===== src/rtl/burst_accumulator_64bit_pkg.sv =====
// Shared constants for the burst accumulator: default widths and FSM state encoding.
package burst_accumulator_64bit_pkg;

    localparam int DEFAULT_WIDTH = 64;
    localparam int DEFAULT_CNT_W = 8;

    typedef enum logic [1:0] {
        ST_IDLE  = 2'd0,
        ST_ACCUM = 2'd1,
        ST_DONE  = 2'd2
    } state_e;

endpackage


===== src/rtl/burst_accumulator_64bit_add_stage.sv =====
// Combinational WIDTH-bit adder stage returning the modular sum and the carry-out.
module acc_add_stage #(
    parameter int WIDTH = 64
) (
    input  logic [WIDTH-1:0] a,
    input  logic [WIDTH-1:0] b,
    input  logic             cin,
    output logic [WIDTH-1:0] sum,
    output logic             cout
);

    assign {cout, sum} = {1'b0, a} + {1'b0, b} + {{WIDTH{1'b0}}, cin};

endmodule


===== src/rtl/burst_accumulator_64bit.sv =====
// Burst accumulator: sums len operands over a valid/ready stream and presents the
// modular sum plus a sticky carry-out flag on an output valid/ready handshake.
module burst_accumulator_64bit
    import burst_accumulator_64bit_pkg::*;
#(
    parameter int WIDTH = DEFAULT_WIDTH,
    parameter int CNT_W = DEFAULT_CNT_W
) (
    input  logic             clk,
    input  logic             rst_n,
    input  logic             start,
    input  logic [CNT_W-1:0] len,
    input  logic             abort,
    input  logic             in_valid,
    output logic             in_ready,
    input  logic [WIDTH-1:0] in_data,
    output logic             out_valid,
    input  logic             out_ready,
    output logic [WIDTH-1:0] out_sum,
    output logic             out_ovf,
    output logic             busy,
    output logic [CNT_W-1:0] count
);

    localparam logic [CNT_W-1:0] CNT_ONE = CNT_W'(1);

    state_e           state_q, state_d;
    logic [WIDTH-1:0] acc_q, acc_d;
    logic             ovf_q, ovf_d;
    logic [CNT_W-1:0] count_q, count_d;
    logic [CNT_W-1:0] len_q, len_d;

    logic [WIDTH-1:0] add_sum;
    logic             add_cout;
    logic             xfer;
    logic             last_sample;

    acc_add_stage #(.WIDTH(WIDTH)) u_add (
        .a    (acc_q),
        .b    (in_data),
        .cin  (1'b0),
        .sum  (add_sum),
        .cout (add_cout)
    );

    assign xfer        = (state_q == ST_ACCUM) && in_valid;
    assign last_sample = (count_q == len_q - CNT_ONE);

    always_ff @(posedge clk or negedge rst_n) begin
        if (!rst_n) begin
            state_q <= ST_IDLE;
            acc_q   <= '0;
            ovf_q   <= 1'b0;
            count_q <= '0;
            len_q   <= '0;
        end else begin
            // NOTE: non-blocking so every _q register samples its _d at the same edge.
            state_q <= state_d;
            acc_q   <= acc_d;
            ovf_q   <= ovf_d;
            count_q <= count_d;
            len_q   <= len_d;
        end
    end

    always_comb begin
        // NOTE: default assignment first so no branch leaves state_d unassigned (no latch).
        state_d = state_q;
        if (abort) begin
            state_d = ST_IDLE;
        end else begin
            case (state_q)
                ST_IDLE:  if (start) state_d = (len == '0) ? ST_DONE : ST_ACCUM;
                ST_ACCUM: if (in_valid && last_sample) state_d = ST_DONE;
                ST_DONE:  if (out_ready) state_d = ST_IDLE;
                default:  state_d = ST_IDLE;
            endcase
        end
    end

    // Abort outranks a same-cycle start or transfer; count survives a normal completion.
    always_comb begin
        acc_d   = acc_q;
        ovf_d   = ovf_q;
        count_d = count_q;
        len_d   = len_q;
        if (abort) begin
            acc_d   = '0;
            ovf_d   = 1'b0;
            count_d = '0;
        end else if ((state_q == ST_IDLE) && start) begin
            acc_d   = '0;
            ovf_d   = 1'b0;
            count_d = '0;
            len_d   = len;
        end else if (xfer) begin
            acc_d   = add_sum;
            ovf_d   = ovf_q | add_cout;
            count_d = count_q + CNT_ONE;
        end
    end

    always_comb begin
        in_ready  = 1'b0;
        out_valid = 1'b0;
        busy      = 1'b0;
        out_sum   = '0;
        out_ovf   = 1'b0;
        case (state_q)
            ST_ACCUM: begin
                in_ready = 1'b1;
                busy     = 1'b1;
            end
            ST_DONE: begin
                out_valid = 1'b1;
                busy      = 1'b1;
                out_sum   = acc_q;
                out_ovf   = ovf_q;
            end
            default: ;
        endcase
    end

    assign count = count_q;

endmodule


===== config.mk =====
export PLATFORM = sky130hd
export DESIGN_NAME = burst_accumulator_64bit
export DESIGN_NICKNAME = d
export VERILOG_FILES = /design/src/rtl/burst_accumulator_64bit_pkg.sv /design/src/rtl/burst_accumulator_64bit_add_stage.sv /design/src/rtl/burst_accumulator_64bit.sv
export SDC_FILE = /design/constraint.sdc
export NUM_CORES = 1
export LEC_CHECK = 0
export BUFFER_PORTS_ARGS = -buffer_cell sky130_fd_sc_hd__buf_2
export CORE_ASPECT_RATIO = 2
export CORE_UTILIZATION = 62
export CTS_CLUSTER_SIZE = 16
export DETAILED_ROUTE_END_ITERATION = 8
export PLACE_DENSITY = 0.88
export SYNTH_ARGS = -nofsm -noshare
export SYNTH_HDL_FRONTEND = slang
export SYNTH_HIERARCHICAL = 1
export SYNTH_SLANG_ARGS = --single-unit

===== constraint.sdc =====
create_clock -name clk -period 5.23 [get_ports clk]
set_input_delay 0 -clock clk [delete_from_list [all_inputs] [get_ports clk]]
set_output_delay 0 -clock clk [all_outputs]
set_load 0.01 [all_outputs]

-- Word level (Yosys, flattened, before mapping)
Index checks and enable logic that the tools add are counted.
- $add $sub $neg: 3
- mux-type cells: 20
- reductions and logical operators: 9
- bitwise logic cells: 2
- equal/unequal tests: 6
- operators by type and width (kind ; number):
    64-bit 2-to-1 mux ; 4
    64-bit by 64-bit adder with 65-bit output ; 1
    8-bit 2-to-1 mux ; 3
    2-bit 2-to-1 mux ; 5
    8-bit by 1-bit adder with 8-bit output, second input constant ; 1
    8-bit == test ; 1
    8-bit zero test ; 1
    8-bit by 1-bit subtractor with 8-bit output, second input constant ; 1
    1-bit 2-to-1 mux ; 7
    3-bit inequality test, second input constant ; 2
    2-bit case mux with 3 select lines ; 1
    1-bit logical AND ; 3
    3-bit by 2-bit inequality test with 1-bit output, second input constant ; 1
    3-bit AND reduction ; 1
    3-bit nonzero test ; 1
    2-bit by 1-bit == test with 1-bit output, second input constant ; 1
    2-bit == test, second input constant ; 1
    2-bit zero test ; 1
    2-bit AND reduction ; 1
    2-bit OR reduction ; 1
    1-bit inverter ; 1
    1-bit OR ; 1
- bits of input ports: 78
- word-level logic and storage cells: 45
- register bits after elaboration: 83
- output and inout port bits: 76

-- Depth between registers and ports, before layout
Gate-level depths: netlist of run 1.
- depth after elaboration: 6
- mapped depth: 14
- mapped depth without buffers: 13

-- Hierarchy
The synthesis of run 1 kept the hierarchy.
- modules (own cells, without submodules) (module ; area each (um^2) ; times used ; seq. area each (um^2) ; cells each):
    burst_accumulator_64bit ; 4096.4 ; 1 ; 2077.0 ; 471
    acc_add_stage ; 3756.1 ; 1 ; 0.0 ; 537

-- Worst setup path after synthesis of run 1
OpenSTA, ideal clock, no wires.
- path kind: reg2reg
- start: reg acc_q[0]
- end: reg acc_q[62]
- arrival: 3.197 ns
- setup time: 0.136 ns
- stages on the path, launching flop included: 14
- slack: 1.897 ns
- buffers on the path: 0
- path through: dfrtp_1 > fa_1 > fa_1 > a211oi_1 > o211ai_2 > a311oi_4 > and3b_1 > a211oi_4 > a21oi_4 > a211oi_4 > o31ai_2 > xor2_1 > nand2_1 > a21oi_1
- word-level cells in the longest chain between the ends: 4
- RTL lines (element ; line ; source):
    from (decl) ; burst_accumulator_64bit.sv:28 ; logic [WIDTH-1:0] acc_q, acc_d;
    from (signal assigned) ; burst_accumulator_64bit.sv:52 ; acc_q <= '0;
    from (signal assigned) ; burst_accumulator_64bit.sv:59 ; acc_q <= acc_d;
    64-bit by 64-bit adder with 65-bit output ; burst_accumulator_64bit_add_stage.sv:12 ; assign {cout, sum} = {1'b0, a} + {1'b0, b} + {{WIDTH{1'b0}}, cin};
    net add_sum[62] ; burst_accumulator_64bit.sv:33 ; logic [WIDTH-1:0] add_sum;
    64-bit 2-to-1 mux ; burst_accumulator_64bit.sv:96 ; end else if (xfer) begin
    64-bit 2-to-1 mux ; burst_accumulator_64bit.sv:91 ; end else if ((state_q == ST_IDLE) && start) begin
    64-bit 2-to-1 mux ; burst_accumulator_64bit.sv:87 ; if (abort) begin
The timed path passes the listed nets, and every way through them passes these cells. The select of a mux whose other input is x is not followed.
A chain may end at the register's enable or synchronous reset.

-- Worst setup path in the final report of run 1
Same ends and word-level chain as after synthesis.

==> impl_results.md, run 1 <==
* GRT Total Usage at 35.06%
* Critical Path RT at 5.42 ns
* Final Hold Vio Count at 0
* Die Span Y at 161.2 microns
* Drt total wl at 22.58 mm
* Synth area leader: dfrtp_1
* Synth warn at 6
* Clk root buf: clkbuf_16
* Post-synth ARST share at 100.0%
* Via/cell ratio at 6.342
* First-pass GRT wire length at 36.05 mm
* Final HPWL DP at 16.22 mm
* Clock H-tree levels at 3
* Fraction of layout cells with a size suffix above 1 at 18.89%
* R2r startpoint: acc_q[0]
* Worst IR Drop VDD at 0.2979 mV
* Clock Path Buffers at 2
* WL/cell at 17.57 microns
* Synth Area per Inst at 7.790 sq um
* Post-synthesis cell count at 1008
* Slew margin rel. at 31.55%
* Die area at 13150 sq um
* Ranking of synthesized cells by area: dfrtp_1 (26%), ha_1 (11%), a21oi_1 (9.2%), nand2_1 (9.1%), and2_1 (5.8%)
* CP Capture Type: flop
* Setup repair after global routing missed its margin: false
* Setup_tns at 0 ns
* Leakage at 0.004359 uW
* Worst-skew pair later-pin latency at 0.35 ns
* Top-area cell type share of the netlist area at 26.45%
* Syn nets at 1156
* P&R area growth vs syn at 15.74%
* Core Rows at 57
* Detailed Routing Iterations Pass 1 at 7
* Synth cell types at 73
* Starting Density at 64.01%
* Hold Crit Class: in2reg
* Clk slew on worst S/H paths at 0.07 ns
* Slew Limit Fails at 0
* Count of final setup violators at 0
* DRT iter0 DRCs at 560
* Layout Skew at 0.009126 ns
* Most used DFF post-synth: dfrtp_1
* CP max FO at 5
* Least-Margin Pin Slew at 1.027 ns
* Arrival @ worst endpoint at 4.01 ns
* Status: completed
* Number of synthesized flops with an enable pin at 0
* Number of global-route vias before repair at 8081
* CTS Buf Count at 9
* Gr ovfl total at 0
* Sequential area share after synthesis at 26.45%
* Remaining DRCs at 0
* Core area at 12270 sq um
* Crit path from: acc_q[0]
* Pwr dens at 261.6 nW/um^2
* CP startpoint kind: flop
* Syn Std Cell Area at 7853 sq um
* Max-cap violations at 0
* Number of port buffers at 153
* Largest net degree at the start of global routing at 74
* CTS tree: yes
* Final Cycle Share at 73.00%
* ANT cells at 0
* Final Critical Period at 3.818 ns
* RD Place Congestion at 0.9356
* Antenna violations before repair at 0
* Via count at 8149
* Filler instances at 990
* Origin of the worst min-delay path: in_data[0]
* Pwr Total at 2378 uW
* Max Clock Freq at 261.9 MHz
* Critical path class: reg2reg
* # clock sinks at 83
* Post-DRT Antenna Nets at 0
* Seq cells post-synth at 83
* Final net count at 1281
* Die Wd at 81.58 microns
* IO Count at 154
[synth_stat cells, drive strengths merged, types with 3 or more instances]
cell / count
nor2b: 3
o21a: 8
mux2: 8
xor2: 32
a211oi: 12
nand2: 190
a21oi: 146
xnor2: 41
o31ai: 4
mux2i: 3
o211ai: 11
o21bai: 19
a41oi: 3
nor2: 52
or2: 3
nor3: 11
ha: 68
nand4: 23
a21o: 22
a311oi: 3
clkbuf: 45
nand3: 10
buf: 8
inv: 22
a221o: 4
o21ai: 39
nand2b: 5
and2: 74
o221ai: 4
a31oi: 8
dfrtp: 83
and3: 6
a211o: 3
nor4: 5
[metrics by stage]
stage	cells	utilization, %	setup slack, ns	cell area (sq um)	hold WS, ns
3_5_place_dp	1259	70.43	1.491	8640	-0.06262
2_1_floorplan	1008	-	1.897	7853	-0.2956
4_1_cts	1285	74.09	1.461	9089	0.08421
5_1_grt	1285	74.09	1.200	9089	0.1128
3_3_place_gp	1259	70.43	1.559	8640	-0.06653
6_report	1285	74.09	1.412	9089	0.09311
[worst paths after layout]
| check | slack [ns] | endpoint | depth (start not counted) |
|---|---|---|---|
| max | 1.41 | acc_q[62] | 13 |
| min | 0.09 | acc_q[0] | 4 |
| max reg2reg | 1.41 | acc_q[62] | 13 |
| min reg2reg | 0.54 | acc_q[47] | 2 |
| max in group asynchronous | 4.00 | acc_q[45] | 3 |
| min in group asynchronous | 0.10 | acc_q[10] | 2 |
[registers in the layout (all words and copies together) (netlist names)]
signal,count
ovf_q,1
acc_q,64
count,8
len_q,8
state_q,2
[timing repair]
| action | in CTS | in global routing |
|---|---|---|
| hold buffers | 10 | 0 |
| hold endpoints to repair | 35 | 0 |
| resized for setup | 0 | 0 |
| setup buffers | 0 | 0 |
[where the power goes]
group | switching [uW] | total, uW | leakage (uW) | internal, uW
clock network | 294 | 766 | 0.000172 | 472
logic | 517 | 840 | 0.00305 | 322
registers | 68.2 | 772 | 0.00113 | 704
total | 880 | 2380 | 0.00436 | 1500
[layer usage]
metal / global-route usage, % / routed length, microns / up-vias
met5: 0 / 0 / -
met4: 19.06 / 1007 / 0
met3: 5.876 / 1177 / 102
met2: 64.13 / 12250 / 365
met1: 36.30 / 8141 / 3878
li1: - / - / 3804
[worst max-delay path: stages (launching register included)]
cell and delay (ns):
dfrtp_1 0.42, fa_1 0.49, fa_1 0.44, a211oi_1 0.39
o211ai_2 0.19, a311oi_4 0.35, and3b_1 0.25, a211oi_4 0.28
a21oi_4 0.13, a211oi_4 0.33, o31ai_2 0.10, xor2_1 0.15
nand2_1 0.07, a21oi_1 0.07
[cells by family after synthesis]
family                     after synthesis  share of synthesized area (%)
adders and majority gates               70                          11.34
AOI/OAI and AO/OA                      300                          24.71
xor gates and xnor gates                73                          8.142
buffers and inverters                   75                          3.633
and+or+nand+nor                        395                          24.14
DFF                                     83                          26.45
muxes                                   11                          1.530
other                                    1                        0.04776
[cells in the final DEF (no fill, tap or decap), types with 10 or more instances in the layout]
master         count
xnor2_1           41
dlygate4sd3_1     10
o21ai_0           32
nand2_1          189
nand4_1           23
nor2_1            52
xor2_1            32
a21o_1            20
a21oi_1          144
nor3_1            11
dfrtp_1           83
ha_1              67
and2_1            72
buf_2            152
inv_1             22
o21bai_1          18
[layout make-up]
| class | instances | area [sq um] | area share [%] |
|---|---|---|---|
| inverter | 22 | 82.58 | 0.9086 |
| tap | 147 | 183.9 | 2.024 |
| clock buffer | 9 | 225.2 | 2.478 |
| clock inverter | 7 | 123.9 | 1.363 |
| multi-input combinational | 850 | 5498 | 60.49 |
| sequential | 83 | 2077 | 22.85 |
| timing repair buffer | 167 | 898.4 | 9.884 |
Note: power is estimated with default switching activity, not from simulation.
==> run 2: changes to the inputs <==
--- a/config.mk
+++ b/config.mk
@@ -7,10 +7,10 @@
 export LEC_CHECK = 0
 export BUFFER_PORTS_ARGS = -buffer_cell sky130_fd_sc_hd__buf_2
 export CORE_ASPECT_RATIO = 2
-export CORE_UTILIZATION = 62
+export CORE_UTILIZATION = 52
 export CTS_CLUSTER_SIZE = 16
 export DETAILED_ROUTE_END_ITERATION = 8
-export PLACE_DENSITY = 0.88
+export PLACE_DENSITY = 0.79
 export SYNTH_ARGS = -nofsm -noshare
 export SYNTH_HDL_FRONTEND = slang
 export SYNTH_HIERARCHICAL = 1
==> constraint.sdc (replaced) <==
create_clock -name clk -period 3.28 [get_ports clk]
set_input_delay 0 -clock clk [delete_from_list [all_inputs] [get_ports clk]]
set_output_delay 0 -clock clk [all_outputs]
set_load 0.01 [all_outputs]
==> impl_results.md, run 2 (synthesized netlist as in run 1, its figures left out) <==
* Number of port buffers at 153
* CP Capture Type: flop
* Core Rows at 63
* Max stage delay on crit path at 0.39 ns
* Setup repair after global routing missed its margin: true
* Drt total wl at 23.31 mm
* Crit-path most repeated cell: a211oi_4
* Worst IR Drop VDD at 0.3602 mV
* ANT cells at 0
* Final HPWL DP at 16.93 mm
* Hold Slack at 0.1375 ns
* Slew margin rel. at 33.25%
* Crit path cell chain: fa_2, fa_2, a211oi_4, o211ai_2, a311oi_4, and3b_2, a211oi_4, a21oi_4, a211oi_4, o31ai_2, xor2_1, nand2_1, a21oi_2
* Gr ovfl total at 0
* Worst-skew pair later-pin latency at 0.36 ns
* Placed cells at 1325
* Leakage at 0.004470 uW
* Fraction of layout cells with a size suffix above 1 at 22.55%
* P&R area growth vs syn at 20.12%
* Clock Path Buffers at 2
* Final Critical Period at 3.442 ns
* Clock H-tree levels at 3
* Most frequent cells in the layout: nand2_1 (189), buf_2 (152), a21oi_1 (133), dfrtp_1 (83), and2_1 (71)
* WL/cell at 17.18 microns
* Final Cycle Share at 104.9%
* Max Clock Freq at 290.5 MHz
* R2r endpoint: acc_q[62]
* FF-to-FF setup slack at -0.16 ns
* Critical Path RT at 3.49 ns
* Pwr dens at 388.7 nW/um^2
* Final worst slack at -0.1618 ns
* Crit path from: acc_q[0]
* Count of final setup violators at 4
* CTS Buf Count at 9
* Hold Crit Class: in2reg
* Die Span Y at 175.8 microns
* Max-cap violations at 0
* Arrival @ worst endpoint at 3.65 ns
* CTS tree: yes
* IO Count at 154
* Via count at 8047
* Multi-input logic area at 5622 sq um
* GRT Total Usage at 30.96%
* Area after DPL at 8877 sq um
* First-pass GRT wire length at 37.48 mm
* Largest reg by FF count: acc_q
* Reg2Reg Depth at 13
* # clock sinks at 83
* Final Hold Vio Count at 0
* Starting Density at 52.99%
* Layout Skew at 0.01106 ns
* Detailed Routing Iterations Pass 1 at 7
* Die area at 15630 sq um
* CP max FO at 5
* Register area at 2077 sq um
* Number of global-route vias before repair at 7898
* Least-Margin Pin Slew at 1.001 ns
* R2r startpoint: acc_q[0]
* Final Util at 63.65%
* Most common cell after layout, fill and taps aside: nand2_1
* Via/cell ratio at 5.930
* Remaining DRCs at 0
* Filler instances at 1403
* Critical path class: reg2reg
* RD Place Congestion at 0.9465
* Clk slew on worst S/H paths at 0.07 ns
* Max reg flops at 64
* Post-route cell area at 9433 sq um
* Antenna violations before repair at 0
* Post-DRT Antenna Nets at 0
* CP startpoint kind: flop
* DRT iter0 DRCs at 373
* Largest net degree at the start of global routing at 73
* Final net count at 1305
* Layout Cells excl Fill at 1357
* Status: complete, but fails checks
* Violated checks: negative setup slack
* Die Wd at 88.90 microns
* Clk root buf: clkbuf_16
* CP max stage cell: dfrtp_1
* Slew Limit Fails at 0
* CP Capture Point: acc_q[62]
* Core area at 14820 sq um
==> run 2: layout make-up <==
| class | instances | area share, % |
|---|---|---|
| tap | 195 | 2.587 |
| sequential | 83 | 22.02 |
| clock inverter | 7 | 0.6234 |
| timing repair buffer | 191 | 11.91 |
| multi-input combinational | 850 | 59.60 |
| clock buffer | 9 | 2.388 |
| inverter | 22 | 0.8754 |
==> run 2: metal layers <==
metal / vias up / routed length, microns / global-route usage, %
li1: 3843 / - / -
met1: 3831 / 8659 / 32.59
met2: 280 / 12510 / 55.58
met3: 93 / 899 / 4.088
met4: 0 / 1237 / 20.03
met5: - / 0 / 0
==> run 2: power breakdown <==
group	switching (uW)	leakage, uW	internal [uW]
Sequential	111	0.00113	1120
Clock	485	0.000138	526
Combinational	856	0.00320	567
Total	1450	0.00447	2210
==> run 2: metrics by stage <==
step | total power, uW | setup TNS (ns) | worst slack (ns)
2_1_floorplan | 2204 | 0 | 0.005693
3_3_place_gp | 2577 | -1.269 | -0.2822
3_5_place_dp | 2606 | -2.505 | -0.3585
4_1_cts | 3652 | -1.010 | -0.2781
5_1_grt | 3879 | -1.554 | -0.3114
6_report | 3666 | -0.5298 | -0.1618
==> run 2: repair_timing <==
action                                 in CTS  in global routing
gates resized for setup                    15                 17
hold buffers                               10                  0
endpoints found under the hold margin      81                  0
setup endpoints to repair                  18                 27
setup buffers                               4                  3
pin swaps                                  13                 21
==> run 2: worst max-delay path, delay by kind of cell, from the launching register on <==
family / cells / cell delay (ns)
and+or+nand+nor: 2 / 0.35
AOI/OAI and AO/OA: 8 / 1.66
DFF: 1 / 0.39
xor gates and xnor gates: 1 / 0.14
adders and majority gates: 2 / 0.75
==> run 2: worst min-delay path by stage <==
stage / startpoint / to / slack, ns / cells after the start
global route: in_valid / state_q[1] / 0.17 / 4
detailed placement: rst_n / acc_q[61] / 0.22 / 1
global placement: rst_n / acc_q[51] / 0.21 / 1
CTS: in_data[8] / acc_q[8] / 0.12 / 5
finish: in_data[4] / acc_q[4] / 0.14 / 5
floorplan: rst_n / acc_q[0] / -0.30 / 0
